`config.mk`:
```
export PLATFORM = sky130hd
export DESIGN_NAME = uart_imem_loader
export DESIGN_NICKNAME = d
export VERILOG_FILES = /design/src/rtl/uart_imem_loader.sv
export SDC_FILE = /design/constraint.sdc
export NUM_CORES = 1
export LEC_CHECK = 0
export CAP_MARGIN = 0
export CORE_AREA = 2 2 123 77
export CTS_CLUSTER_DIAMETER = 30
export DETAILED_ROUTE_END_ITERATION = 6
export DIE_AREA = 0 0 125 79
export PLACE_DENSITY = 0.72
export SLEW_MARGIN = 5
export SYNTH_ARGS = -nofsm -noshare
export SYNTH_HDL_FRONTEND = slang
export SYNTH_SLANG_ARGS = --single-unit
```
`constraint.sdc`:
```
create_clock -name clk -period 4.12 [get_ports clk]
set_input_delay 0.618 -clock clk [delete_from_list [all_inputs] [get_ports clk]]
set_output_delay 0.618 -clock clk [all_outputs]
set_load 0.01 [all_outputs]
```
`src/rtl/uart_imem_loader.sv`:
```
// UART (8N1) to instruction-memory loader: packs received bytes little-endian into 32-bit words.
// Define UART_PARITY_EN to receive 8E1 frames with an even-parity bit checked before the stop bit.
module uart_imem_loader #(
    parameter int CLK_HZ = 50000000,
    parameter int BAUD   = 115200,
    parameter int ADDR_W = 6
) (
    input  logic              clk,
    input  logic              rst,
    input  logic              rx,
    output logic              we,
    output logic [ADDR_W-1:0] waddr,
    output logic [31:0]       wdata,
    output logic [ADDR_W:0]   word_cnt,
    output logic              busy,
    output logic              frame_err,
    output logic [2:0]        dbg_state
);

    localparam int CPB = CLK_HZ / BAUD;
    localparam int TW  = $clog2(CPB);
    localparam logic [TW-1:0]   T_HALF  = TW'(CPB / 2 - 1);
    localparam logic [TW-1:0]   T_FULL  = TW'(CPB - 1);
    localparam logic [TW-1:0]   T_ONE   = TW'(1);
    localparam logic [ADDR_W:0] CNT_MAX = {1'b1, {ADDR_W{1'b0}}};
    localparam logic [ADDR_W:0] CNT_ONE = {{ADDR_W{1'b0}}, 1'b1};

    typedef enum logic [2:0] {
        S_IDLE    = 3'd0,
        S_START   = 3'd1,
        S_DATA    = 3'd2,
`ifdef UART_PARITY_EN
        S_PARITY  = 3'd3,
`endif
        S_STOP    = 3'd4,
        S_RECOVER = 3'd5
    } state_t;

    logic              rx_meta_q;
    logic              rxs_q;
    state_t            state_q;
    logic [TW-1:0]     timer_q;
    logic [2:0]        bit_idx_q;
    logic [7:0]        shift_q;
    logic [1:0]        byte_idx_q;
    logic [23:0]       part_q;
    logic              we_q;
    logic [ADDR_W-1:0] waddr_q;
    logic [31:0]       wdata_q;
    logic [ADDR_W:0]   word_cnt_q;
    logic              busy_q;
    logic              frame_err_q;
    logic              stop_ok_d;
    logic              tick_half_d;
    logic              tick_full_d;
`ifdef UART_PARITY_EN
    logic              par_err_q;
`endif

    // rx is asynchronous; only rxs_q is allowed to steer the receiver.
    always_ff @(posedge clk) begin
        if (rst) begin
            rx_meta_q <= 1'b1;
            rxs_q     <= 1'b1;
        end else begin
            rx_meta_q <= rx;
            rxs_q     <= rx_meta_q;
        end
    end

    always_comb begin
        tick_half_d = (timer_q == T_HALF);
        tick_full_d = (timer_q == T_FULL);
`ifdef UART_PARITY_EN
        stop_ok_d   = rxs_q & ~par_err_q;
`else
        stop_ok_d   = rxs_q;
`endif
    end

    always_ff @(posedge clk) begin
        if (rst) begin
            state_q     <= S_IDLE;
            timer_q     <= '0;
            bit_idx_q   <= '0;
            shift_q     <= '0;
            byte_idx_q  <= '0;
            part_q      <= '0;
            we_q        <= 1'b0;
            waddr_q     <= '0;
            wdata_q     <= '0;
            word_cnt_q  <= '0;
            busy_q      <= 1'b0;
            frame_err_q <= 1'b0;
`ifdef UART_PARITY_EN
            par_err_q   <= 1'b0;
`endif
        end else begin
            we_q <= 1'b0;
            // Address advances the cycle after the strobe so waddr is stable while we is high.
            if (we_q) begin
                waddr_q <= waddr_q + 1'b1;
                if (word_cnt_q != CNT_MAX) begin
                    word_cnt_q <= word_cnt_q + CNT_ONE;
                end
            end

            case (state_q)
                S_IDLE: begin
                    bit_idx_q <= '0;
                    timer_q   <= '0;
                    if (!rxs_q) begin
                        state_q <= S_START;
                        busy_q  <= 1'b1;
                    end
                end

                S_START: begin
                    if (tick_half_d) begin
                        timer_q <= '0;
                        if (!rxs_q) begin
                            state_q <= S_DATA;
                        end else begin
                            state_q <= S_IDLE;
                            busy_q  <= 1'b0;
                        end
                    end else begin
                        timer_q <= timer_q + T_ONE;
                    end
                end

                S_DATA: begin
                    if (tick_full_d) begin
                        timer_q <= '0;
                        shift_q <= {rxs_q, shift_q[7:1]};
                        if (bit_idx_q == 3'd7) begin
`ifdef UART_PARITY_EN
                            state_q <= S_PARITY;
`else
                            state_q <= S_STOP;
`endif
                        end else begin
                            bit_idx_q <= bit_idx_q + 3'd1;
                        end
                    end else begin
                        timer_q <= timer_q + T_ONE;
                    end
                end

`ifdef UART_PARITY_EN
                S_PARITY: begin
                    if (tick_full_d) begin
                        timer_q   <= '0;
                        par_err_q <= rxs_q ^ (^shift_q);
                        state_q   <= S_STOP;
                    end else begin
                        timer_q <= timer_q + T_ONE;
                    end
                end
`endif

                S_STOP: begin
                    if (tick_full_d) begin
                        timer_q <= '0;
                        if (stop_ok_d) begin
                            state_q <= S_IDLE;
                            busy_q  <= 1'b0;
                            if (byte_idx_q == 2'd3) begin
                                we_q       <= 1'b1;
                                wdata_q    <= {shift_q, part_q};
                                byte_idx_q <= 2'd0;
                            end else begin
                                case (byte_idx_q)
                                    2'd0:    part_q[7:0]   <= shift_q;
                                    2'd1:    part_q[15:8]  <= shift_q;
                                    default: part_q[23:16] <= shift_q;
                                endcase
                                byte_idx_q <= byte_idx_q + 2'd1;
                            end
                        end else begin
                            // A corrupt frame poisons the whole word being assembled.
                            frame_err_q <= 1'b1;
                            byte_idx_q  <= 2'd0;
                            state_q     <= S_RECOVER;
                        end
                    end else begin
                        timer_q <= timer_q + T_ONE;
                    end
                end

                S_RECOVER: begin
                    if (rxs_q) begin
                        state_q <= S_IDLE;
                        busy_q  <= 1'b0;
                    end
                end

                default: begin
                    state_q <= S_IDLE;
                    busy_q  <= 1'b0;
                end
            endcase
        end
    end

    assign we        = we_q;
    assign waddr     = waddr_q;
    assign wdata     = wdata_q;
    assign word_cnt  = word_cnt_q;
    assign busy      = busy_q;
    assign frame_err = frame_err_q;
    assign dbg_state = state_q;

endmodule

```
Word level (Yosys, flattened, before mapping)
Index checks and enable logic that the tools add are counted.
{"block": "totals", "ff_bits": 99, "inputBits": 3, "output_inout_bits": 51, "wordCells": 85}
{"block": "op_classes", "add_sub_neg": 5, "n_eq_ne": 17, "n_mux": 23, "n_bitwise": 6, "reduce_logical": 18}
{"op": "two-way mux 3 bit", "count": 9}
{"op": "case mux 9 bit (3 select lines)", "count": 1}
{"op": "two-way mux 9 bit", "count": 2}
{"op": "case mux 3 bit (5 select lines)", "count": 1}
{"op": "AND reduction 5 bit", "count": 3}
{"op": "!= test 2 bit, second input constant", "count": 7}
{"op": "adder 9 x 1 -> 9 bit, second input constant", "count": 1}
{"op": "== test 3 bit, second input constant", "count": 3}
{"op": "== test 9 x 8 -> 1 bit, second input constant", "count": 1}
{"op": "== test 9 bit, second input constant", "count": 1}
{"op": "AND reduction 4 bit", "count": 2}
{"op": "adder 7 x 1 -> 7 bit, second input constant", "count": 1}
{"op": "!= test 7 bit, second input constant", "count": 1}
{"op": "adder 6 x 1 -> 6 bit, second input constant", "count": 1}
{"op": "two-way mux 2 bit", "count": 3}
{"op": "inverter 1 bit", "count": 6}
{"op": "case mux 3 bit (2 select lines)", "count": 1}
{"op": "AND reduction 2 bit", "count": 3}
{"op": "AND reduction 3 bit", "count": 2}
{"op": "AND reduction 6 bit", "count": 1}
{"op": "two-way mux 1 bit", "count": 5}
{"op": "case mux 1 bit (5 select lines)", "count": 1}
{"op": "OR reduction 2 bit", "count": 2}
{"op": "OR reduction 4 bit", "count": 1}
{"op": "10 further kinds", "count": 10}

Longest topological paths before layout
Gate-level depths: netlist of run 1.
{"block": "depth", "ltp_word": 4, "depth_mapped": 9, "depth_no_buf": 7}

Worst setup path after synthesis of run 1
No wires, ideal clock.
{"block": "synth_path", "path_type": "flip-flop to flip-flop", "start": "register state_q[2] (netlist: dbg_state[2])", "end": "register wdata_q[24] (netlist: wdata[24])", "setup_ns": 0.131, "t_arrival_ns": 1.792, "required_ns": 3.989, "path_slack_ns": 2.198, "stages_incl_launch_ff": 8, "period_less_slack_ns": 1.922, "cell_sequence": "dfxtp_1 -> buf_2 -> or3b_1 -> nor3_4 -> nand3_1 -> clkbuf_1 -> nand2_1 -> a21oi_2"}
{"block": "synth_between", "elab_chain_len": 2}
{"element": "start: declaration", "line_no": "41", "source": "state_t state_q;"}
{"element": "start signal: assignment", "line_no": "83", "source": "state_q <= S_IDLE;"}
{"element": "start signal: assignment", "line_no": "113", "source": "state_q <= S_START;"}
{"element": "start signal: assignment", "line_no": "122", "source": "state_q <= S_DATA;"}
{"element": "== test 3 bit", "line_no": "108", "source": "case (state_q)"}
{"element": "AND reduction 4 bit (no source line)"}
{"element": "end signal: assignment", "line_no": "170", "source": "wdata_q <= {shift_q, part_q};"}
{"element": "end: declaration", "line_no": "49", "source": "logic [31:0] wdata_q;"}
No other way between the ends.
A chain may end at the register's enable or synchronous reset.

Worst setup path in the final report of run 1
{"block": "layout_path", "start": "register state_q[2] (netlist: dbg_state[2])", "end": "register wdata_q[11] (netlist: wdata[11])"}
Same word-level chain as after synthesis.

==> impl_metrics.env, run 1 <==
export IMPL_synth_fa_ha_area_share_pct=3.728
export IMPL_multiInputGateArea_um2=1892
export IMPL_avgViaCountPerCell=5.189
export IMPL_cts_tree="yes"
export IMPL_syn_cell_area_um2=4028
export IMPL_finalMaxSlewViolations=0
export IMPL_crit_arrival_ns=2.89
export IMPL_synthCells=449
export IMPL_crit_chain="or3b_1 -> nor3_4 -> and3_1 -> nand2_1 -> a21oi_1"
export IMPL_hold_ws_ns=0.4150
export IMPL_numPortBuffers=53
export IMPL_ys_warn_count=0
export IMPL_clk_pin_slew_ns=0.06
export IMPL_slew_headroom_pct=27.71
export IMPL_fin_total_pwr_mw=1.876
export IMPL_ant_nets=0
export IMPL_clk_latency_ns=0.34
export IMPL_fmax_mhz=382.3
export IMPL_fin_worst_skew_ns=0.006388
export IMPL_cts_buffers=9
export IMPL_ctsResizeCount=0
export IMPL_ctsHtreeMaxLevel=3
export IMPL_place_congestion=0.8334
export IMPL_postCtsSetupBuffers=0
export IMPL_grt_usage_pct=17.80
export IMPL_ys_top_cells_by_area="dfxtp_1 (49%), mux2i_1 (9.9%), nand2_1 (7.4%)"
export IMPL_yosys_area_share_simple_pct=21.31
export IMPL_p_leak_nw=1.960
export IMPL_ys_types=43
export IMPL_start_kind="flip-flop"
export IMPL_cp_data_required_time_ns=4.39
export IMPL_async_flop_share_pct=0
export IMPL_start_util_pct=45.50
export IMPL_drive_gt1_share_pct=6.073
export IMPL_clock_sinks=99
export IMPL_crit_type="flip-flop to flip-flop"
export IMPL_grt_max_degree=53
export IMPL_finalCriticalPeriod_ns=2.615
export IMPL_place_area_um2=4589
export IMPL_synth_ff_type="dfxtp_1"
export IMPL_synth_top_area_share_pct=49.21
export IMPL_drv_cap=0
export IMPL_final_util_pct=55.17
export IMPL_die_w_um=125
export IMPL_hold_path_class="flip-flop to flip-flop"
export IMPL_max_slew_worst_pin_slew_ns=1.084
export IMPL_setup_viol=0
export IMPL_vdd_drop_max_v=0.0002439
export IMPL_grt_pass1_wl_um=14120
export IMPL_wl_per_cell_um=13.86
export IMPL_power_density_nw_per_um2=384.1
export IMPL_crit_buf_inv=0
export IMPL_synth_compound_area_share_pct=9.755
export IMPL_hold_violations=0
export IMPL_die_area_um2=9875
export IMPL_fillers=772
export IMPL_seq_area_um2=1982
export IMPL_core_area_um2=8851
export IMPL_yosysTopAreaCell="dfxtp_1"
export IMPL_wirelength_um=8452
export IMPL_ios=54
export IMPL_rsz0062_at_grt="false"
export IMPL_routed_via_count=3165
export IMPL_synth_nets=464
export IMPL_cp_top_family="simple AND/OR/NAND/NOR gates"
export IMPL_outcome="completed"
export IMPL_grt_pass1_vias=2904
export IMPL_place_hpwl_um=5605
export IMPL_critPathCaptureType="flip-flop"
export IMPL_grt_ovfl_total=0
export IMPL_layout_nets=505
export IMPL_root_buffer="clkbuf_16"
export IMPL_synth_seq_cells=99
export IMPL_min_period_over_period_pct=63.48
export IMPL_slowest_stage="and3_1"
export IMPL_synth_edf_count=0
export IMPL_postSynthAreaPerCell_um2=8.970
export IMPL_synth_top_family_by_area="simple AND/OR/NAND/NOR gates"
export IMPL_fin_tns_setup_ns=0
export IMPL_synth_seq_area_share_pct=49.21
export IMPL_core_rowCount=27
export IMPL_drtIter0Drc=224
export IMPL_antenna_cells=0
export IMPL_synth_xor_xnor_area_share_pct=1.957
export IMPL_yosys_mux_area_fraction_pct=10.22
export IMPL_antenna_found_initial=0
export IMPL_ctsHoldBuffers=0
export IMPL_area_growth_syn_to_layout_pct=21.25
export IMPL_finalInstanceArea_um2=4883
export IMPL_clk_path_buf_depth=2
export IMPL_firstDrtPassIters=4
export IMPL_worstPathMaxFanout=32
export IMPL_die_h_um=79
export IMPL_slowest_delay_ns=0.91
export IMPL_drc=0
synth_stat cells (all sizes together) (3+ instances only):
cell type,count
mux2i,40
o21ai,6
buf,8
nor3,7
nand2b,3
a21oi,42
nand3,6
xor2,5
xnor2,4
or3,6
nand4,6
clkbuf,17
or2,4
nor2,65
a211oi,5
inv,8
ha,12
o22ai,3
a211o,4
nand2,81
dfxtp,99
power by group:
| part | switching [mW] | leakage [nW] | internal [mW] |
|---|---|---|---|
| Clock | 0.343 | 0.142 | 0.484 |
| Sequential | 0.0119 | 0.798 | 0.963 |
| Combinational | 0.0456 | 1.02 | 0.0282 |
placed cells by master, fill, tap and decap left out, types with 3 or more instances in the layout:
cell / instances
clkbuf_16: 9
clkdlybuf4s50_1: 52
a211o_1: 4
nand3_1: 5
xor2_1: 5
a211oi_1: 5
o22ai_1: 3
xnor2_1: 4
nor2_1: 65
inv_1: 8
dfxtp_1: 99
mux2i_1: 40
or2_2: 4
a21oi_1: 41
or3_1: 6
nand4_1: 6
ha_1: 12
o21ai_0: 6
nand2b_1: 3
nor3_1: 6
nand2_1: 79
final cells by class:
cell class	count	share of cell area, %
clock buffer	11	4.971
timing repair buffer	55	11.07
multi-input combinational	317	38.74
sequential	99	40.58
clock inverter	4	1.050
inverter	8	0.6149
tap	116	2.972
flip-flops by register name (all words and copies together), names as in the netlist:
name	cells
wdata	32
part_q	24
timer_q	9
shift_q	8
word_cnt	7
waddr	6
bit_idx_q	3
dbg_state	3
byte_idx_q	2
busy	1
frame_err	1
rx_meta_q	1
rxs_q	1
we	1
kinds of logic (layout without fill, tap and decap cells):
| group | after synthesis | count (layout) |
|---|---|---|
| xor gates and xnor gates | 9 | 9 |
| and+or+nand+nor | 188 | 188 |
| AOI/OAI and AO/OA | 67 | 67 |
| buffers and inverters | 33 | 78 |
| DFF | 99 | 99 |
| muxes | 41 | 41 |
| adders and majority gates | 12 | 12 |
stage by stage:
stage / setup slack, ns / std cells
floorplan: 2.198 / 449
global route: 1.267 / 610
CTS: 1.509 / 610
global placement: 1.628 / 595
detailed placement: 1.527 / 595
finish: 1.505 / 610
layer usage:
layer	track usage, %	vias to the layer above	routed length, um
li1	-	1603	-
met1	24.55	1474	4274
met2	26.20	74	3583
met3	6.873	14	488
met4	4.556	0	106
met5	0	-	0
path summary, 6_finish.rpt:
check | slack (ns) | depth (start not counted) | endpoint | start
worst max-delay path | 1.50 | 5 | wdata[11]$_SDFFE_PP0P_ | dbg_state[2]$_SDFFE_PP0P_
worst min-delay path | 0.41 | 1 | rxs_q$_SDFF_PP1_ | rx_meta_q$_SDFF_PP1_
worst max register to register | 1.50 | 5 | wdata[11]$_SDFFE_PP0P_ | dbg_state[2]$_SDFFE_PP0P_
worst min register to register | 0.41 | 1 | rxs_q$_SDFF_PP1_ | rx_meta_q$_SDFF_PP1_
No activity file was read; power rests on OpenSTA's default activity.
==> inputs of run 2 (changes only) <==
--- a/config.mk
+++ b/config.mk
@@ -10,7 +10,7 @@
 export CTS_CLUSTER_DIAMETER = 30
 export DETAILED_ROUTE_END_ITERATION = 6
 export DIE_AREA = 0 0 125 79
-export PLACE_DENSITY = 0.72
+export PLACE_DENSITY = 0.75
 export SLEW_MARGIN = 5
 export SYNTH_ARGS = -nofsm -noshare
 export SYNTH_HDL_FRONTEND = slang
==> constraint.sdc (replaced) <==
create_clock -name clk -period 2.35 [get_ports clk]
set_input_delay 0.3525 -clock clk [delete_from_list [all_inputs] [get_ports clk]]
set_output_delay 0.3525 -clock clk [all_outputs]
set_load 0.01 [all_outputs]
==> impl_metrics.env, run 2 (same netlist as run 1, synthesis figures left out) <==
export IMPL_final_cell_mix="dfxtp_1 (99), nand2_1 (79), nor2_1 (65)"
export IMPL_grt_usage_pct=18.44
export IMPL_cts_tree="yes"
export IMPL_antenna_cells=0
export IMPL_fmax_mhz=464.5
export IMPL_core_area_um2=8851
export IMPL_avgViaCountPerCell=5.255
export IMPL_hold_start="rst"
export IMPL_slowest_delay_ns=0.44
export IMPL_root_buffer="clkbuf_16"
export IMPL_intPower_mw=2.492
export IMPL_p_leak_nw=1.997
export IMPL_combPwrFrac_pct=4.8
export IMPL_grt_max_degree=52
export IMPL_place_hpwl_um=6027
export IMPL_r2r_cells=7
export IMPL_antenna_found_initial=0
export IMPL_setup_viol=0
export IMPL_crit_chain="inv_1 -> ha_1 -> and4_1 -> a211oi_1 -> o21bai_2 -> or3_1 -> o211ai_1"
export IMPL_hold_ws_ns=0.3639
export IMPL_seq_power_share_pct=52.7
export IMPL_clk_path_buf_depth=2
export IMPL_worstReg2RegEnd="timer_q[7]$_SDFFE_PP0P_"
export IMPL_largest_reg_flops=32
export IMPL_vdd_drop_max_v=0.0003686
export IMPL_drv_cap=0
export IMPL_finalMaxSlewViolations=0
export IMPL_grt_ovfl_total=0
export IMPL_worstPathMaxFanout=14
export IMPL_core_rowCount=27
export IMPL_pre_cts_slack_ns=0.1149
export IMPL_drc=0
export IMPL_worst_slack_ns=0.1973
export IMPL_firstDrtPassIters=4
export IMPL_hold_path_class="input pin to flip-flop"
export IMPL_clk_latency_ns=0.35
export IMPL_drive_gt1_share_pct=8.350
export IMPL_slew_headroom_pct=58.40
export IMPL_fin_worst_skew_ns=0.008114
export IMPL_r2r_start="timer_q[1]$_SDFFE_PP0P_"
export IMPL_min_to="rx_meta_q$_SDFF_PP1_"
export IMPL_area_growth_syn_to_layout_pct=22.90
export IMPL_wirelength_um=8819
export IMPL_clk_pin_slew_ns=0.07
export IMPL_p_switching_mw=0.7379
export IMPL_slowest_stage="a211oi_1"
export IMPL_crit_type="flip-flop to flip-flop"
export IMPL_die_h_um=79
export IMPL_place_area_um2=4662
export IMPL_cp_data_required_time_ns=2.62
export IMPL_pwr_share_clk_pct=42.5
export IMPL_hold_violations=0
export IMPL_ctsHtreeMaxLevel=3
export IMPL_critPathCaptureType="flip-flop"
export IMPL_fin_tns_setup_ns=0
export IMPL_min_period_over_period_pct=91.60
export IMPL_die_w_um=125
export IMPL_layout_nets=513
export IMPL_finalInstanceArea_um2=4950
export IMPL_die_area_um2=9875
export IMPL_wl_per_cell_um=14.25
export IMPL_max_slew_worst_pin_slew_ns=0.6193
export IMPL_clock_sinks=99
export IMPL_start_kind="flip-flop"
export IMPL_rsz0062_at_grt="false"
export IMPL_power_density_nw_per_um2=652.6
export IMPL_finalCriticalPeriod_ns=2.153
export IMPL_layout_commonest_cell="dfxtp_1"
export IMPL_hold_path_depth=2
export IMPL_place_congestion=0.8767
export IMPL_ios=54
export IMPL_grt_pass1_wl_um=14610
export IMPL_routed_via_count=3253
export IMPL_ant_nets=0
export IMPL_numPortBuffers=53
export IMPL_reg2reg_slack_ns=0.20
export IMPL_outcome="completed"
export IMPL_cts_buffers=9
export IMPL_start_util_pct=45.50
export IMPL_drtIter0Drc=226
export IMPL_crit_arrival_ns=2.42
export IMPL_grt_pass1_vias=3003
export IMPL_sw_frac_of_total_pct=22.84
[run 2: changes by cell type in the layout (fill, tap and decap cells not counted)]
cell | before | now
buf_4 | 2 | 9
clkinv_2 | 1 | 3
a211oi_1 | 5 | 4
a211oi_2 | 0 | 1
buf_12 | 0 | 1
bufinv_16 | 1 | 0
clkbuf_1 | 1 | 0
inv_6 | 0 | 1
o21bai_1 | 1 | 0
o21bai_2 | 0 | 1
[run 2: repair_timing]
action,CTS,global route
hold buffers,0,0
gates resized for setup,0,2
endpoints found under the setup margin,0,7
setup buffers,0,0
[run 2: worst max-delay path: cells and delay by family (launching register included)]
kind | cells | cell delay, ns
flip-flops | 1 | 0.37
buffers and inverters | 1 | 0.09
AND/OR/NAND/NOR | 2 | 0.63
adder cells (fa/ha/maj) | 1 | 0.20
AO/OA/AOI/OAI | 3 | 0.78
[run 2: metrics by stage]
step / utilization (%) / instances / power [mW]
floorplan: - / 449 / 1.844
global placement: 52.67 / 603 / 1.882
detailed placement: 52.67 / 603 / 1.888
CTS: 55.82 / 619 / 3.262
global route: 55.92 / 619 / 3.348
finish: 55.92 / 619 / 3.230
[run 2: worst max path at each step]
| stage | to | depth (start not counted) | slack (ns) | from |
|---|---|---|---|---|
| finish | timer_q[7]$_SDFFE_PP0P_ | 7 | 0.20 | timer_q[1]$_SDFFE_PP0P_ |
| detailed placement | timer_q[8]$_SDFFE_PP0P_ | 7 | 0.11 | timer_q[1]$_SDFFE_PP0P_ |
| floorplan | wdata[24]$_SDFFE_PP0P_ | 7 | 0.43 | dbg_state[2]$_SDFFE_PP0P_ |
| CTS | timer_q[7]$_SDFFE_PP0P_ | 7 | 0.09 | timer_q[0]$_SDFFE_PP0P_ |
| global placement | timer_q[8]$_SDFFE_PP0P_ | 7 | 0.21 | timer_q[0]$_SDFFE_PP0P_ |
| global route | dbg_state[2]$_SDFFE_PP0P_ | 7 | 0.0006 | timer_q[1]$_SDFFE_PP0P_ |
[run 2: power groups by stage]
stage | combinational (mW) | sequential (mW) | clock [mW]
floorplan | 0.107 | 1.74 | 0
global placement | 0.142 | 1.74 | 0
detailed placement | 0.148 | 1.74 | 0
CTS | 0.149 | 1.70 | 1.41
global route | 0.172 | 1.70 | 1.47
finish | 0.154 | 1.70 | 1.37
[run 2: area by class of cell]
type                       instances  area, um2
multi-input combinational        317       1901
tap                              116      145.1
sequential                        99       1982
timing repair buffer              63      613.1
fill                             810       3901
inverter                           8      30.03
clock inverter                     6      40.04
clock buffer                      10      239.0
[run 2: per-layer routing]
layer,part of all wire (%),track usage [%]
met3,4.6,6.402
met4,1.2,5.444
met2,44,28.53
met1,51,24.53
met5,0,0
==> inputs of run 3 (changes only) <==
==> constraint.sdc (replaced) <==
create_clock -name clk -period 1.8 [get_ports clk]
set_input_delay 0.27 -clock clk [delete_from_list [all_inputs] [get_ports clk]]
set_output_delay 0.27 -clock clk [all_outputs]
set_load 0.01 [all_outputs]
==> impl_metrics.env, run 3 (same netlist as run 1, synthesis figures left out) <==
export IMPL_outcome="finished, violations left"
export IMPL_violations="setup timing"
export IMPL_drtIter0Drc=279
export IMPL_slew_headroom_pct=68.77
export IMPL_avgViaCountPerCell=5.281
export IMPL_core_area_um2=8851
export IMPL_place_hpwl_um=6195
export IMPL_wl_per_cell_um=15.03
export IMPL_power_density_nw_per_um2=814.1
export IMPL_hold_start="rst"
export IMPL_grt_pass1_vias=3199
export IMPL_vdd_drop_max_v=0.0004947
export IMPL_pre_cts_slack_ns=-0.08258
export IMPL_grt_ovfl_total=0
export IMPL_die_w_um=125
export IMPL_final_cell_mix="dfxtp_1 (94), nor2_1 (65), nand2_1 (62)"
export IMPL_cts_tree="yes"
export IMPL_cts_buffers=9
export IMPL_max_slew_worst_pin_slew_ns=0.4684
export IMPL_hold_path_depth=2
export IMPL_worstPathMaxFanout=15
export IMPL_min_period_over_period_pct=101.7
export IMPL_core_rowCount=27
export IMPL_die_h_um=79
export IMPL_grt_max_degree=42
export IMPL_antenna_found_initial=0
export IMPL_start_util_pct=45.50
export IMPL_setup_worst_path_start="timer_q[6]$_SDFFE_PP0P_"
export IMPL_fmax_mhz=546.2
export IMPL_r2r_start="timer_q[6]$_SDFFE_PP0P_"
export IMPL_start_kind="flip-flop"
export IMPL_grt_usage_pct=18.58
export IMPL_drv_cap=0
export IMPL_place_congestion=0.8671
export IMPL_ios=54
export IMPL_finalInstanceArea_um2=5544
export IMPL_finalCriticalPeriod_ns=1.831
export IMPL_root_buffer="clkbuf_16"
export IMPL_area_growth_syn_to_layout_pct=37.65
export IMPL_p_leak_nw=2.445
export IMPL_hold_path_class="input pin to flip-flop"
export IMPL_fin_total_pwr_mw=4.514
export IMPL_wirelength_um=9694
export IMPL_crit_type="flip-flop to flip-flop"
export IMPL_worst_slack_ns=-0.03072
export IMPL_cp_data_required_time_ns=2.07
export IMPL_routed_via_count=3406
export IMPL_ant_nets=0
export IMPL_rsz0062_at_grt="true"
export IMPL_firstDrtPassIters=5
export IMPL_r2r_cells=6
export IMPL_largest_reg_flops=32
export IMPL_place_area_um2=4813
export IMPL_layout_commonest_cell="dfxtp_1"
export IMPL_numPortBuffers=53
export IMPL_clk_path_buf_depth=2
export IMPL_fin_tns_setup_ns=-0.3765
export IMPL_critPathCaptureType="flip-flop"
export IMPL_crit_arrival_ns=2.10
export IMPL_setup_viol=21
export IMPL_grt_pass1_wl_um=14820
export IMPL_layout_nets=539
export IMPL_ctsHtreeMaxLevel=3
export IMPL_clock_sinks=99
export IMPL_clk_latency_ns=0.35
export IMPL_die_area_um2=9875
export IMPL_finalMaxSlewViolations=0
export IMPL_drc=0
export IMPL_hold_violations=0
export IMPL_antenna_cells=0
export IMPL_fillers=692
export IMPL_drive_gt1_share_pct=22.68
export IMPL_fin_worst_skew_ns=0.01027
export IMPL_hold_ws_ns=0.2132
export IMPL_clk_pin_slew_ns=0.06
run 3: changes by cell type in the layout (fill, tap and decap cells not counted), sizes merged:
cell / change
inv: -1
buf: +24
clkinv: -1
bufinv: +2
clkbuf: +2
run 3: what timing repair did:
action / 4_1_cts / 5_1_grt
gates resized for setup: 11 / 73
cloned: 0 / 3
pin swaps: 4 / 45
hold buffers: 0 / 0
hold endpoints to repair: 0 / 0
buffers inserted: 2 / 2
endpoints found under the setup margin: 56 / 72
run 3: worst paths after layout:
kind,to,slack (ns)
worst min register to register,rxs_q$_SDFF_PP1_,0.43
worst max register to register,wdata[5]$_SDFFE_PP0P_,-0.03
worst min-delay path,busy$_SDFFE_PP0P_,0.21
worst max-delay path,wdata[5]$_SDFFE_PP0P_,-0.03
run 3: critical path, stage by stage, from the launching register on:
cell	delay, ns
dfxtp_2	0.33
or4b_4	0.56
nor3_4	0.19
and3_4	0.31
buf_8	0.16
nand2_1	0.07
a21oi_1	0.13
run 3: routing by layer:
layer / up-vias / global-route usage [%] / wire [um]
li1: 1674 / - / -
met1: 1623 / 24.16 / 4518
met2: 93 / 28.86 / 4374
met3: 16 / 7.345 / 674
met4: 0 / 5.222 / 127
met5: - / 0 / 0
run 3: cell type report:
type	instances	area (um2)	share of cell area (%)
clock inverter	6	90.09	1.625
multi-input combinational	317	2190	39.49
clock buffer	10	229.0	4.130
inverter	8	30.03	0.5416
timing repair buffer	89	872.1	15.73
sequential	99	1988	35.86
tap	116	145.1	2.618
run 3: stage by stage:
stage               util, %  cells
finish                62.64    645
global route          62.64    645
CTS                   58.75    640
detailed placement    54.38    622
global placement      54.38    622
floorplan                 -    449
run 3: where the power goes:
group | switching (mW) | leakage, nW | internal (mW)
clock network | 0.815 | 0.153 | 1.22
logic | 0.148 | 1.49 | 0.115
registers | 0.0109 | 0.800 | 2.20
